## config.mk

```make
export PLATFORM = sky130hd
export DESIGN_NAME = lsm_sequencer
export DESIGN_NICKNAME = d
export VERILOG_FILES = /design/src/rtl/lsm_sequencer.sv
export SDC_FILE = /design/constraint.sdc
export NUM_CORES = 1
export LEC_CHECK = 0
export CAP_MARGIN = 20
export CORE_AREA = 2 2 77 79
export DETAILED_ROUTE_END_ITERATION = 16
export DIE_AREA = 0 0 79 81
export GPL_TIMING_DRIVEN = 0
export PLACE_DENSITY = 0.87
export SLEW_MARGIN = 0
export SYNTH_ARGS = -nofsm -noshare
export SYNTH_HDL_FRONTEND = slang
export SYNTH_SLANG_ARGS = --single-unit
```

## constraint.sdc

```tcl
create_clock -name clk -period 3.3 [get_ports clk]
set_clock_uncertainty 0.1 [all_clocks]
set_input_delay 0.495 -clock clk [delete_from_list [all_inputs] [get_ports clk]]
set_output_delay 0.495 -clock clk [all_outputs]
set_load 0.05 [all_outputs]
```

## src/rtl/lsm_sequencer.sv

```systemverilog
// Load/store-multiple sequencer: moves one register per cycle between RF and data memory.
// Define LSM_POSTINC_EN for post-increment (compact) addressing; default is sparse base+stride*k.
module lsm_sequencer #(
  parameter int unsigned ADDR_STRIDE = 2
) (
  input  logic        clk,
  input  logic        rst,
  input  logic        start_lm,
  input  logic        start_sm,
  input  logic [15:0] base_addr,
  input  logic [7:0]  reg_mask,
  output logic [2:0]  rf_raddr,
  input  logic [15:0] rf_rdata,
  output logic        rf_wen,
  output logic [2:0]  rf_waddr,
  output logic [15:0] rf_wdata,
  output logic [15:0] dm_addr,
  output logic [15:0] dm_wdata,
  output logic        dm_read,
  output logic        dm_write,
  input  logic [15:0] dm_data,
  output logic        busy,
  output logic        stall,
  output logic        done
);

  // state | meaning
  // IDLE  | waiting for start_lm / start_sm
  // LOAD  | one memory->register transfer per cycle until mask empties
  // STORE | one register->memory transfer per cycle until mask empties
  typedef enum logic [1:0] {IDLE = 2'd0, LOAD = 2'd1, STORE = 2'd2} state_t;

  localparam logic [15:0] STRIDE = 16'(ADDR_STRIDE);

  state_t      state_q, state_d;
  logic [15:0] ptr_q, ptr_d;
  logic [7:0]  mask_q, mask_d;
  logic        done_q, done_d;

  logic [2:0]  k;
  logic        xfer;
  logic [15:0] xfer_addr;

  always_comb begin
    k = 3'd0;
    for (int i = 7; i >= 0; i--) begin
      if (mask_q[i]) k = 3'(i);
    end
  end

  assign xfer = (state_q != IDLE) && (mask_q != 8'd0);

`ifdef LSM_POSTINC_EN
  assign xfer_addr = ptr_q;
`else
  assign xfer_addr = ptr_q + STRIDE * {13'd0, k};
`endif

  always_ff @(posedge clk or negedge rst) begin
    if (!rst) begin
      state_q <= IDLE;
      ptr_q   <= 16'd0;
      mask_q  <= 8'd0;
      done_q  <= 1'b0;
    end else begin
      state_q <= state_d;
      ptr_q   <= ptr_d;
      mask_q  <= mask_d;
      done_q  <= done_d;
    end
  end

  always_comb begin
    state_d  = state_q;
    ptr_d    = ptr_q;
    mask_d   = mask_q;
    done_d   = 1'b0;
    rf_raddr = 3'd0;
    rf_wen   = 1'b0;
    rf_waddr = 3'd0;
    rf_wdata = 16'd0;
    dm_addr  = 16'd0;
    dm_wdata = 16'd0;
    dm_read  = 1'b0;
    dm_write = 1'b0;
    case (state_q)
      IDLE: begin
        if (start_lm || start_sm) begin
          state_d = start_lm ? LOAD : STORE;
          ptr_d   = base_addr;
          mask_d  = reg_mask;
        end
      end
      LOAD, STORE: begin
        if (xfer) begin
          mask_d  = mask_q & ~(8'd1 << k);
          dm_addr = xfer_addr;
`ifdef LSM_POSTINC_EN
          ptr_d   = ptr_q + STRIDE;
`endif
          if (state_q == LOAD) begin
            dm_read  = 1'b1;
            rf_wen   = 1'b1;
            rf_waddr = k;
            rf_wdata = dm_data;
          end else begin
            rf_raddr = k;
            dm_write = 1'b1;
            dm_wdata = rf_rdata;
          end
        end
        // an empty mask (including one captured at start) finishes here
        if (mask_d == 8'd0) begin
          state_d = IDLE;
          done_d  = 1'b1;
        end
      end
      default: state_d = IDLE;
    endcase
  end

  assign busy  = (state_q != IDLE);
  assign stall = busy | start_lm | start_sm;
  assign done  = done_q;

endmodule

```

* Word level (Yosys, flattened, before mapping)
Index checks and enable logic that the tools add are counted.
Word-level totals: bits in registers 27, output and inout port bits 60, logic and storage cells 63, input bits 60
Cells by class: bitwise gates (word level) 4, reduce and logical (&&, ||, !) cells 11, add/sub/neg operators 1, equal/unequal tests 4, shift operators 1, muxes and demuxes 38
Operators by type and width (count):
- 16-bit two-way mux | 8
- 3-bit two-way mux | 14
- 8-bit two-way mux | 3
- 16-bit by 4-bit adder with 16-bit output | 1
- 8-bit one-hot mux with 2 select lines | 1
- 8-bit AND | 1
- 8-bit logical NOT | 1
- 1-bit two-way mux | 8
- 8-bit inverter | 1
- 8-bit nonzero test | 1
- 1-bit by 3-bit << shifter with 8-bit output (first input constant) | 1
- 2-bit two-way mux | 3
- 2-bit AND reduction | 3
- 2-bit != test (second input constant) | 2
- 2-bit one-hot mux with 2 select lines | 1
- 2-bit nonzero test | 2
- 2-bit by 1-bit == test with 1-bit output (second input constant) | 1
- 2-bit == test (second input constant) | 1
- 2-bit logical NOT | 1
- 1-bit OR | 2
- 2-bit OR reduction | 1
- 1-bit logical AND | 1
- 1-bit logical OR | 1

* Longest topological paths before layout
Gate-level depths: netlist of run 1.
word-level depth 16, depth in mapped cells 14

* Worst setup path after synthesis of run 1
Ideal clock, no wire load.
kind flip-flop to output port, start reg mask_q[7], end out dm_addr[15], slack -0.359 ns, arrival 3.064 ns, cell stages (with the launch flop) 14, buffers on the path 0, path through dfrtp_1 -> nor2b_1 -> o21bai_1 -> a21oi_1 -> o21bai_1 -> inv_1 -> ha_1 -> inv_1 -> fa_1 -> nand2b_1 -> a211oi_1 -> nand4_1 -> xor2_1 -> nor2_1
On the way: cells in the longest elaborated chain, start to end 11, elaborated cells between the ends (all ways) 13
RTL lines:
- start, declared | line 37 | logic [7:0] mask_q, mask_d;
- start signal, assigned | line 68 | mask_q <= mask_d;
- 3-bit two-way mux (8 in a row) | line 47 | if (mask_q[i]) k = 3'(i);
- 16-bit by 4-bit adder with 16-bit output | line 56 | assign xfer_addr = ptr_q + STRIDE * {13'd0, k};
- 16-bit two-way mux (*) | line 95 | if (xfer) begin
- 16-bit two-way mux (*) | line 86 | case (state_q)
- end, declared | line 17 | output logic [15:0] dm_addr,
Every way passes the cells marked *; elsewhere a longest branch is shown, timed or not.

* Worst setup path after layout of run 1
Same ends and word-level chain as after synthesis.

==> results of run 1 <==
## metrics by stage
| step | setup TNS [ns] | cells |
|---|---|---|
| after global routing | -5.22 | 464 |
| after floorplan | -0.138 | 248 |
| after CTS | -0.948 | 452 |
| after global placement | -8.06 | 442 |
| final | -3.04 | 464 |
| after detailed placement | -9.21 | 443 |
## where the power goes
part	switching [W]	internal, W
registers	0.000212	0.000500
logic	0.00196	0.00121
clock network	0.000111	0.0000859
## logic make-up (layout without fill, tap and decap cells)
family,after synthesis,in the layout
adder cells (fa/ha/maj),7,7
AND/OR/NAND/NOR,110,110
buffers and inverters,30,171
flip-flops,27,27
multiplexers,19,19
XOR/XNOR,12,12
AO/OA/AOI/OAI,43,43
## state kept, by name, indices dropped and copies added, names as in the netlist
name / cells
done: 1
mask_q: 8
ptr_q: 16
state_q: 2
## final timing paths
check | cells past startpoint | to | slack (ns)
setup / recovery | 14 | dm_addr[15] | -0.40
hold / removal | 1 | ptr_q[0]$_DFFE_PN0P_ | 0.41
setup reg to reg | 7 | state_q[1]$_DFFE_PN0P_ | 1.13
hold reg to reg | 1 | ptr_q[0]$_DFFE_PN0P_ | 0.41
max in group asynchronous | 2 | mask_q[5]$_DFFE_PN0P_ | 2.09
min in group asynchronous | 1 | ptr_q[12]$_DFFE_PN0P_ | 0.50
## synthesized netlist by cell type, drive strengths merged
master	n	area share (%)
xnor2	7	2.9
a21o	2	0.77
buf	7	2.5
and4	1	0.41
nor3	8	1.9
nand3b	1	0.36
and2b	1	0.41
o311ai	1	0.77
a22oi	1	0.36
nand2	13	2.3
or3	2	0.59
inv	15	2.7
and2	2	0.59
fa	1	0.95
maj3	1	0.47
nor4	4	1.9
mux2	16	8.5
nor2	29	5.2
nor2b	3	0.89
o21bai	2	0.71
o2bb2ai	2	0.83
o22ai	3	0.89
nor3b	1	0.36
a21oi	4	0.95
o31a	1	0.41
or2	1	0.30
dfrtp	27	32
o211ai	4	1.4
a211oi	1	0.36
nand4	2	0.59
nand2b	2	0.59
clkbuf	8	1.4
mux2i	3	1.4
or4	1	0.53
o21ai	15	3.6
a41oi	1	0.77
nand3	4	0.95
ha	5	3.0
a31oi	2	0.59
and3	35	10
a31o	1	0.41
xor2	5	2.1
a311oi	1	0.41
o21a	2	0.71
## per-layer routing
| metal | part of all wire, % | up-vias |
|---|---|---|
| met3 | 7.8 | 18 |
| met4 | 2.7 | 0 |
| met1 | 37 | 1177 |
| li1 | - | 1165 |
| met5 | 0 | - |
| met2 | 53 | 126 |
## placed cells by master, fill, tap and decap left out, drive strengths merged, types with 7 or more instances in the layout
master         instances
clkdlybuf4s50         63
dfrtp                 27
clkdlybuf4s15         24
dlygate4sd2            8
xnor2                  7
nor3                   8
and3                  35
o21ai                 15
mux2                  16
clkbuf                21
buf                   38
inv                   15
nor2                  29
nand2                 13
## timing repair
action	in CTS	in global routing
setup endpoints to repair	55	52
cloned	0	0
setup buffers	5	13
gates resized for setup	195	59
pin swaps	5	9
hold endpoints to repair	0	0
## cell type report
type                       count  share of cell area (%)
sequential                    27                    17.9
tap                           75                    2.46
clock buffer                   3                    1.08
clock inverter                 1                   0.196
multi-input combinational    191                    39.7
timing repair buffer         138                    35.3
buffer                        14                    2.00
inverter                      15                    1.47
==> results.md, run 1 <==
* Status: finished, violations left
* Violated checks: setup timing
* DIE WIDTH at about 79 um
* Final Max Slew Viols at 0
* Core area at ~5700 um^2
* Aggregate routed wire length at roughly 8000 um
* Die height at about 81 um
* Worst Hold Launch: ptr_q[0]$_DFFE_PN0P_
* CP Data Arrival Time at between 3 and 4 ns
* CP Cell Sequence: nor2b_4, o21bai_4, a21oi_2, o21bai_2, inv_1, ha_2, inv_2, fa_2, nand2b_4, a211oi_4, nand4_1, xor2_1, nor2_2, buf_6
* Syn avg cell area at between 8 and 9 um^2
* Post-CTS Hold Fix Bufs at 0
* Filler Cell Count at approximately 450
* Gr ovfl total at 0
* Crit path launch: mask_q[7]$_DFFE_PN0P_
* Area of the multi-input gates at 1520 um^2
* Total Die Area at 6400 um^2
* CTS tree: yes
* Core Rows at 28
* Post-synthesis xor/xnor area fraction at 4.97%
* Iter 0 DRT Violations at 186
* Syn. warnings at 0
* Gr usage total at between 20% and 30%
* Post-Synthesis Cell Area at roughly 2100 um^2
* Crit path time final at ~3.7 ns
* Slowest Stage Delay on Critical Path at 0.42 ns
* Pleak at 1.70 nW
* CTS H-tree depth at 1
* CP max stage cell: dfrtp_2
* CTS clk-pin slew, worst paths at roughly 0.10 ns
* Drt first pass iters at 4
* RSZ-0062 raised after global routing: true
* IO Count at 120
* Peak supply drop at roughly 450 uV
* Post-synthesis mux area share at around a tenth
* Area growth syn-to-layout at 80.8%
* Per-cell routed wire length at about 17 um
* Starting Density at between 30% and 40%
* Most Crowded Layer GR: met2
* Startpoint type of the worst setup path: flop
* Worst r2r src: mask_q[0]$_DFFE_PN0P_
* First-pass GRT wire length at approximately 11000 um
* Area after DPL at between 3000 and 4000 um^2
* GPL Wtd Cong at roughly 0.85
* Met1 usage at about a quarter
* Via-to-Cell Ratio at roughly 5.4
* Synth Register Bits at 27
* Max-cap violations at 0
* Layout Utilization at between 60 and 70%
* DRC Markers at 0
* Vias in the first global route at 2347
* Skew-Pair Late Insertion Delay at between 0.2 and 0.3 ns
* HP Class: flop to flop
* Final setup fails at 15
* Final WS setup at -0.400 ns
* CTS root buffer: clkbuf_8
* Post-synth cell types at 50
* Simple-gate portion of the synthesized area at roughly 28%
* Peak Freq at between 200 and 300 MHz
* Share of cells above drive strength 1 at 31.4%
* Diodes inserted at 0
* Antenna-violating nets left at 0
* Critical Path Fanout Max at 5
* Hpwl dp at 5590 um
* Final worst hold slack at 0.412 ns
* Via count at approximately 2500
* Largest family of logic cells by synthesized area: simple AND/OR/NAND/NOR gates
* Final instance area at approximately 3800 um^2
* Grt met3 use at between 3 and 4%
* Post-synthesis sequential area ratio at about a third
* Final period util at 112%
* Worst setup path category: flop to output port
* TritonCTS Buffers at 3
* Worst-margin pin slew at around 0.7 ns
* Compound-Gate Fraction of Synth Area at between 10% and 20%
* Cell area power density at about 1100 nW/um^2
* Worst Setup End Kind: output port
* Post-Place Worst Slack at -1.13 ns
* Fin nets at between 400 and 500
* Post-synthesis adder-cell area fraction at roughly 4.4%
* Syn Nets at around 310
* Worst slew margin at approximately 53%
* Cell family contributing the most delay on the critical path: compound AO/OA/AOI/OAI gates
* Buffers added on ports at between 100 and 150
* Reg area at slightly below 700 um^2
* CTS sink cnt at 27
* M2 GR Usage at between 40% and 50%
* Number of buffers and inverters on the critical path at 3
* Required time of the critical path at approximately 2.7 ns
* Longest Clk Path Bufs at 2
* Largest net degree at the start of global routing at 18
* Number of antenna violations at the first check in global routing at 0
* Total power at 0.00408 W
* Hold Fails Final Rpt at 0
* Post-synthesis instance total at 248
Power figures use the tool's default switching activity.
==> run 2, diff against run 1 <==
--- a/config.mk
+++ b/config.mk
@@ -9,6 +9,7 @@
 export CORE_AREA = 2 2 77 79
 export DETAILED_ROUTE_END_ITERATION = 16
 export DIE_AREA = 0 0 79 81
+export GPL_ROUTABILITY_DRIVEN = 0
 export GPL_TIMING_DRIVEN = 0
 export PLACE_DENSITY = 0.87
 export SLEW_MARGIN = 0
==> results of run 2 <==
No change in the layout: final DEF, timing and power equal those of run 1.
==> run 3, diff against run 2 <==
--- a/config.mk
+++ b/config.mk
@@ -6,11 +6,14 @@
 export NUM_CORES = 1
 export LEC_CHECK = 0
 export CAP_MARGIN = 20
-export CORE_AREA = 2 2 77 79
+export CELL_PAD_IN_SITES_DETAIL_PLACEMENT = 1
+export CELL_PAD_IN_SITES_GLOBAL_PLACEMENT = 1
+export CORE_AREA = 2 2 92 94
 export DETAILED_ROUTE_END_ITERATION = 16
-export DIE_AREA = 0 0 79 81
+export DIE_AREA = 0 0 94 96
 export GPL_ROUTABILITY_DRIVEN = 0
 export GPL_TIMING_DRIVEN = 0
+export HOLD_SLACK_MARGIN = 0.02
 export PLACE_DENSITY = 0.87
 export SLEW_MARGIN = 0
 export SYNTH_ARGS = -nofsm -noshare
==> run 3 against run 2 <==
Net effect: the run still ends with setup timing left; worst hold slack got worse by 0.0016 ns; core utilization fell by 18 points; sequential power is 0.6% lower; maximum frequency is 2.5% higher; critical path type unchanged; largest power group unchanged.
==> results.md, run 3 (synthesized netlist as in run 1, its figures left out) <==
* Gr ovfl total at 0 (unchanged)
* Peak supply drop at 418 uV (was 448 uV)
* HP Class: flop to flop (unchanged)
* Worst-margin pin slew at 0.711 ns (was 0.701 ns)
* Max-cap violations at 0 (unchanged)
* Filler Cell Count at 932 (was 451)
* Reg area at 682 um^2 (was 683 um^2)
* Worst slew margin at 52.6% (was 53.2%)
* Status: finished, violations left (unchanged)
* Violated checks: setup timing (unchanged)
* Startpoint type of the worst setup path: flop (unchanged)
* Worst r2r path cells at 8 (was 7)
* Final period util at 109% (was 112%)
* CTS sink cnt at 27 (unchanged)
* DRC Markers at 0 (unchanged)
* Biggest register: ptr_q (unchanged)
* TritonCTS Buffers at 3 (unchanged)
* Vias in the first global route at 2696 (was 2347)
* Via count at 2547 (was 2486)
* Area of the multi-input gates at 1530 um^2 (was 1520 um^2)
* Layout Cells excl Fill at 501 (was 464)
* Largest regs: ptr_q x16, mask_q x8, state_q x2 (unchanged)
* Cell area power density at 1090 nW/um^2 (was 1070 nW/um^2)
* Hold Fails Final Rpt at 0 (unchanged)
* Hold path cells at 1 (unchanged)
* Diodes inserted at 0 (unchanged)
* CTS root buffer: clkbuf_8 (unchanged)
* Core Rows at 33 (was 28)
* IO Count at 120 (unchanged)
* Die height at 96 um (was 81 um)
* Post-CTS Hold Fix Bufs at 0 (unchanged)
* Via-to-Cell Ratio at 5.08 (was 5.36)
* Hpwl dp at 6370 um (was 5590 um)
* Longest Clk Path Bufs at 2 (unchanged)
* RSZ-0062 raised after global routing: true (unchanged)
* Antenna-violating nets left at 0 (unchanged)
* Final setup fails at 15 (unchanged)
* Commonest cells after routing, fill and taps aside: clkdlybuf4s50_1 (65), and3_1 (35), clkdlybuf4s15_2 (29) (was clkdlybuf4s50_1 (63), and3_1 (35), clkdlybuf4s15_2 (24))
* Aggregate routed wire length at 9410 um (was 7950 um)
* Core area at 8050 um^2 (was 5680 um^2)
* Worst Hold Launch: ptr_q[0]$_DFFE_PN0P_ (unchanged)
* Placed cells at 473 (was 443)
* Leading cell type in the layout, fill and taps excluded: clkdlybuf4s50_1 (unchanged)
* DIE WIDTH at 94 um (was 79 um)
* Crit path time final at 3.61 ns (was 3.70 ns)
* Total Die Area at 9020 um^2 (was 6400 um^2)
* Area growth syn-to-layout at 89.1% (was 80.8%)
* Pleak at 1.75 nW (was 1.70 nW)
* Hold worst-path end: ptr_q[0]$_DFFE_PN0P_ (unchanged)
* Per-cell routed wire length at 18.8 um (was 17.1 um)
* Worst r2r src: state_q[0]$_DFFE_PN0P_ (was mask_q[0]$_DFFE_PN0P_)
* CTS clk-pin slew, worst paths at 0.11 ns (was 0.10 ns)
* Critical Path Fanout Max at 6 (was 5)
* Gr usage total at 19.2% (was 22.6%)
* CP Data Arrival Time at 3.02 ns (was 3.11 ns)
* Required time of the critical path at 2.70 ns (about the same)
* Skew-Pair Late Insertion Delay at 0.29 ns (was 0.28 ns)
* Sum Neg Setup Slack at -2.35 ns (was -3.04 ns)
* RR Endpoint: state_q[1]$_DFFE_PN0P_ (unchanged)
* Starting Density at 26.2% (was 37.2%)
* Peak Freq at 277 MHz (was 270 MHz)
* CTS H-tree depth at 1 (unchanged)
* Number of antenna violations at the first check in global routing at 0 (unchanged)
* CTS tree: yes (unchanged)
* Buffers added on ports at 119 (unchanged)
* Final Max Slew Viols at 0 (unchanged)
* Largest net degree at the start of global routing at 18 (unchanged)
* Worst setup path category: flop to output port (unchanged)
* Max FFs per register at 16 (unchanged)
* First-pass GRT wire length at 13700 um (was 11400 um)
* FF-to-FF setup slack at 1.10 ns (was 1.13 ns)
* Layout Utilization at 49.6% (was 67.3%)
* Drt first pass iters at 4 (unchanged)
* Final WS setup at -0.310 ns (was -0.400 ns)
* Share of cells above drive strength 1 at 32.8% (was 31.4%)
* Total power at 0.00436 W (was 0.00408 W)
* Worst Setup End Kind: output port (unchanged)
* Fin nets at 463 (was 456)
* Iter 0 DRT Violations at 153 (was 186)
-- run 3: cell types whose count changed in the layout (fill, tap and decap cells not counted), moves of 2 or more --
cell | previous run | this run
buf_2 | 1 | 3
buf_4 | 17 | 20
buf_6 | 15 | 20
clkbuf_2 | 14 | 6
clkdlybuf4s15_1 | 0 | 2
clkdlybuf4s15_2 | 24 | 29
clkdlybuf4s50_1 | 63 | 65
dlygate4sd2_1 | 8 | 6
nor2_1 | 23 | 21
nor2_2 | 2 | 4
-- run 3: layout make-up --
| class | count | area share, % |
|---|---|---|
| Buffer | 14 | 1.97 |
| Clock buffer | 3 | 1.03 |
| Clock inverter | 1 | 0.219 |
| Inverter | 15 | 1.41 |
| Multi-Input combinational cell | 191 | 38.4 |
| Sequential cell | 27 | 17.1 |
| Tap cell | 105 | 3.29 |
| Timing Repair Buffer | 145 | 36.7 |
-- run 3: timing repair --
item / in CTS / in global routing
pin swaps: 12 / 17
endpoints found under the setup margin: 55 / 53
cloned: 0 / 0
gates resized for setup: 225 / 39
setup buffers: 17 / 8
-- run 3: worst max path at each step --
| stage | startpoint | endpoint | slack, ns | cells after the start |
|---|---|---|---|---|
| global route | mask_q[6]$_DFFE_PN0P_ | dm_addr[13] | -0.46 | 14 |
| global placement | mask_q[7]$_DFFE_PN0P_ | dm_addr[15] | -1.06 | 14 |
| floorplan | mask_q[7]$_DFFE_PN0P_ | dm_addr[15] | -0.14 | 13 |
| detailed placement | mask_q[7]$_DFFE_PN0P_ | dm_addr[15] | -1.16 | 14 |
| CTS | mask_q[6]$_DFFE_PN0P_ | dm_addr[15] | -0.34 | 15 |
| finish | mask_q[4]$_DFFE_PN0P_ | dm_addr[13] | -0.31 | 13 |
-- run 3: metal layers --
layer  vias up  GRT usage, %  part of all wire (%)
li1       1171             -                     -
met1      1260          22.0                    41
met2       107          37.3                    51
met3         9          2.90                   6.7
met4         0          4.59                   1.5
met5         -             0                     0
-- run 3: stage by stage --
| step | setup slack (ns) | hold WS (ns) | cell area [um^2] |
|---|---|---|---|
| detailed placement | -1.16 | 0.385 | 3490 |
| floorplan | -0.138 | 0.0994 | 2140 |
| global placement | -1.06 | 0.366 | 3460 |
| finish | -0.310 | 0.410 | 4000 |
| global route | -0.457 | 0.449 | 4000 |
| CTS | -0.341 | 0.410 | 3830 |
-- run 3: critical path: stages (launching register included) --
cell and delay, ns:
dfrtp_2 0.47, o21bai_1 0.19, a21oi_2 0.17, o21bai_2 0.11, inv_2 0.07, ha_4 0.13, inv_2 0.03, fa_2 0.36
nand2b_4 0.17, a211oi_4 0.36, nand2_1 0.18, xor2_2 0.19, nor2_4 0.10, buf_6 0.17
-- run 3: report_power, final --
group	total [W]	switching (W)	leakage [nW]	internal [W]
combinational	0.00343	0.00209	1.40	0.00134
clock	0.000216	0.000126	0.0261	0.0000892
sequential	0.000708	0.000210	0.317	0.000498
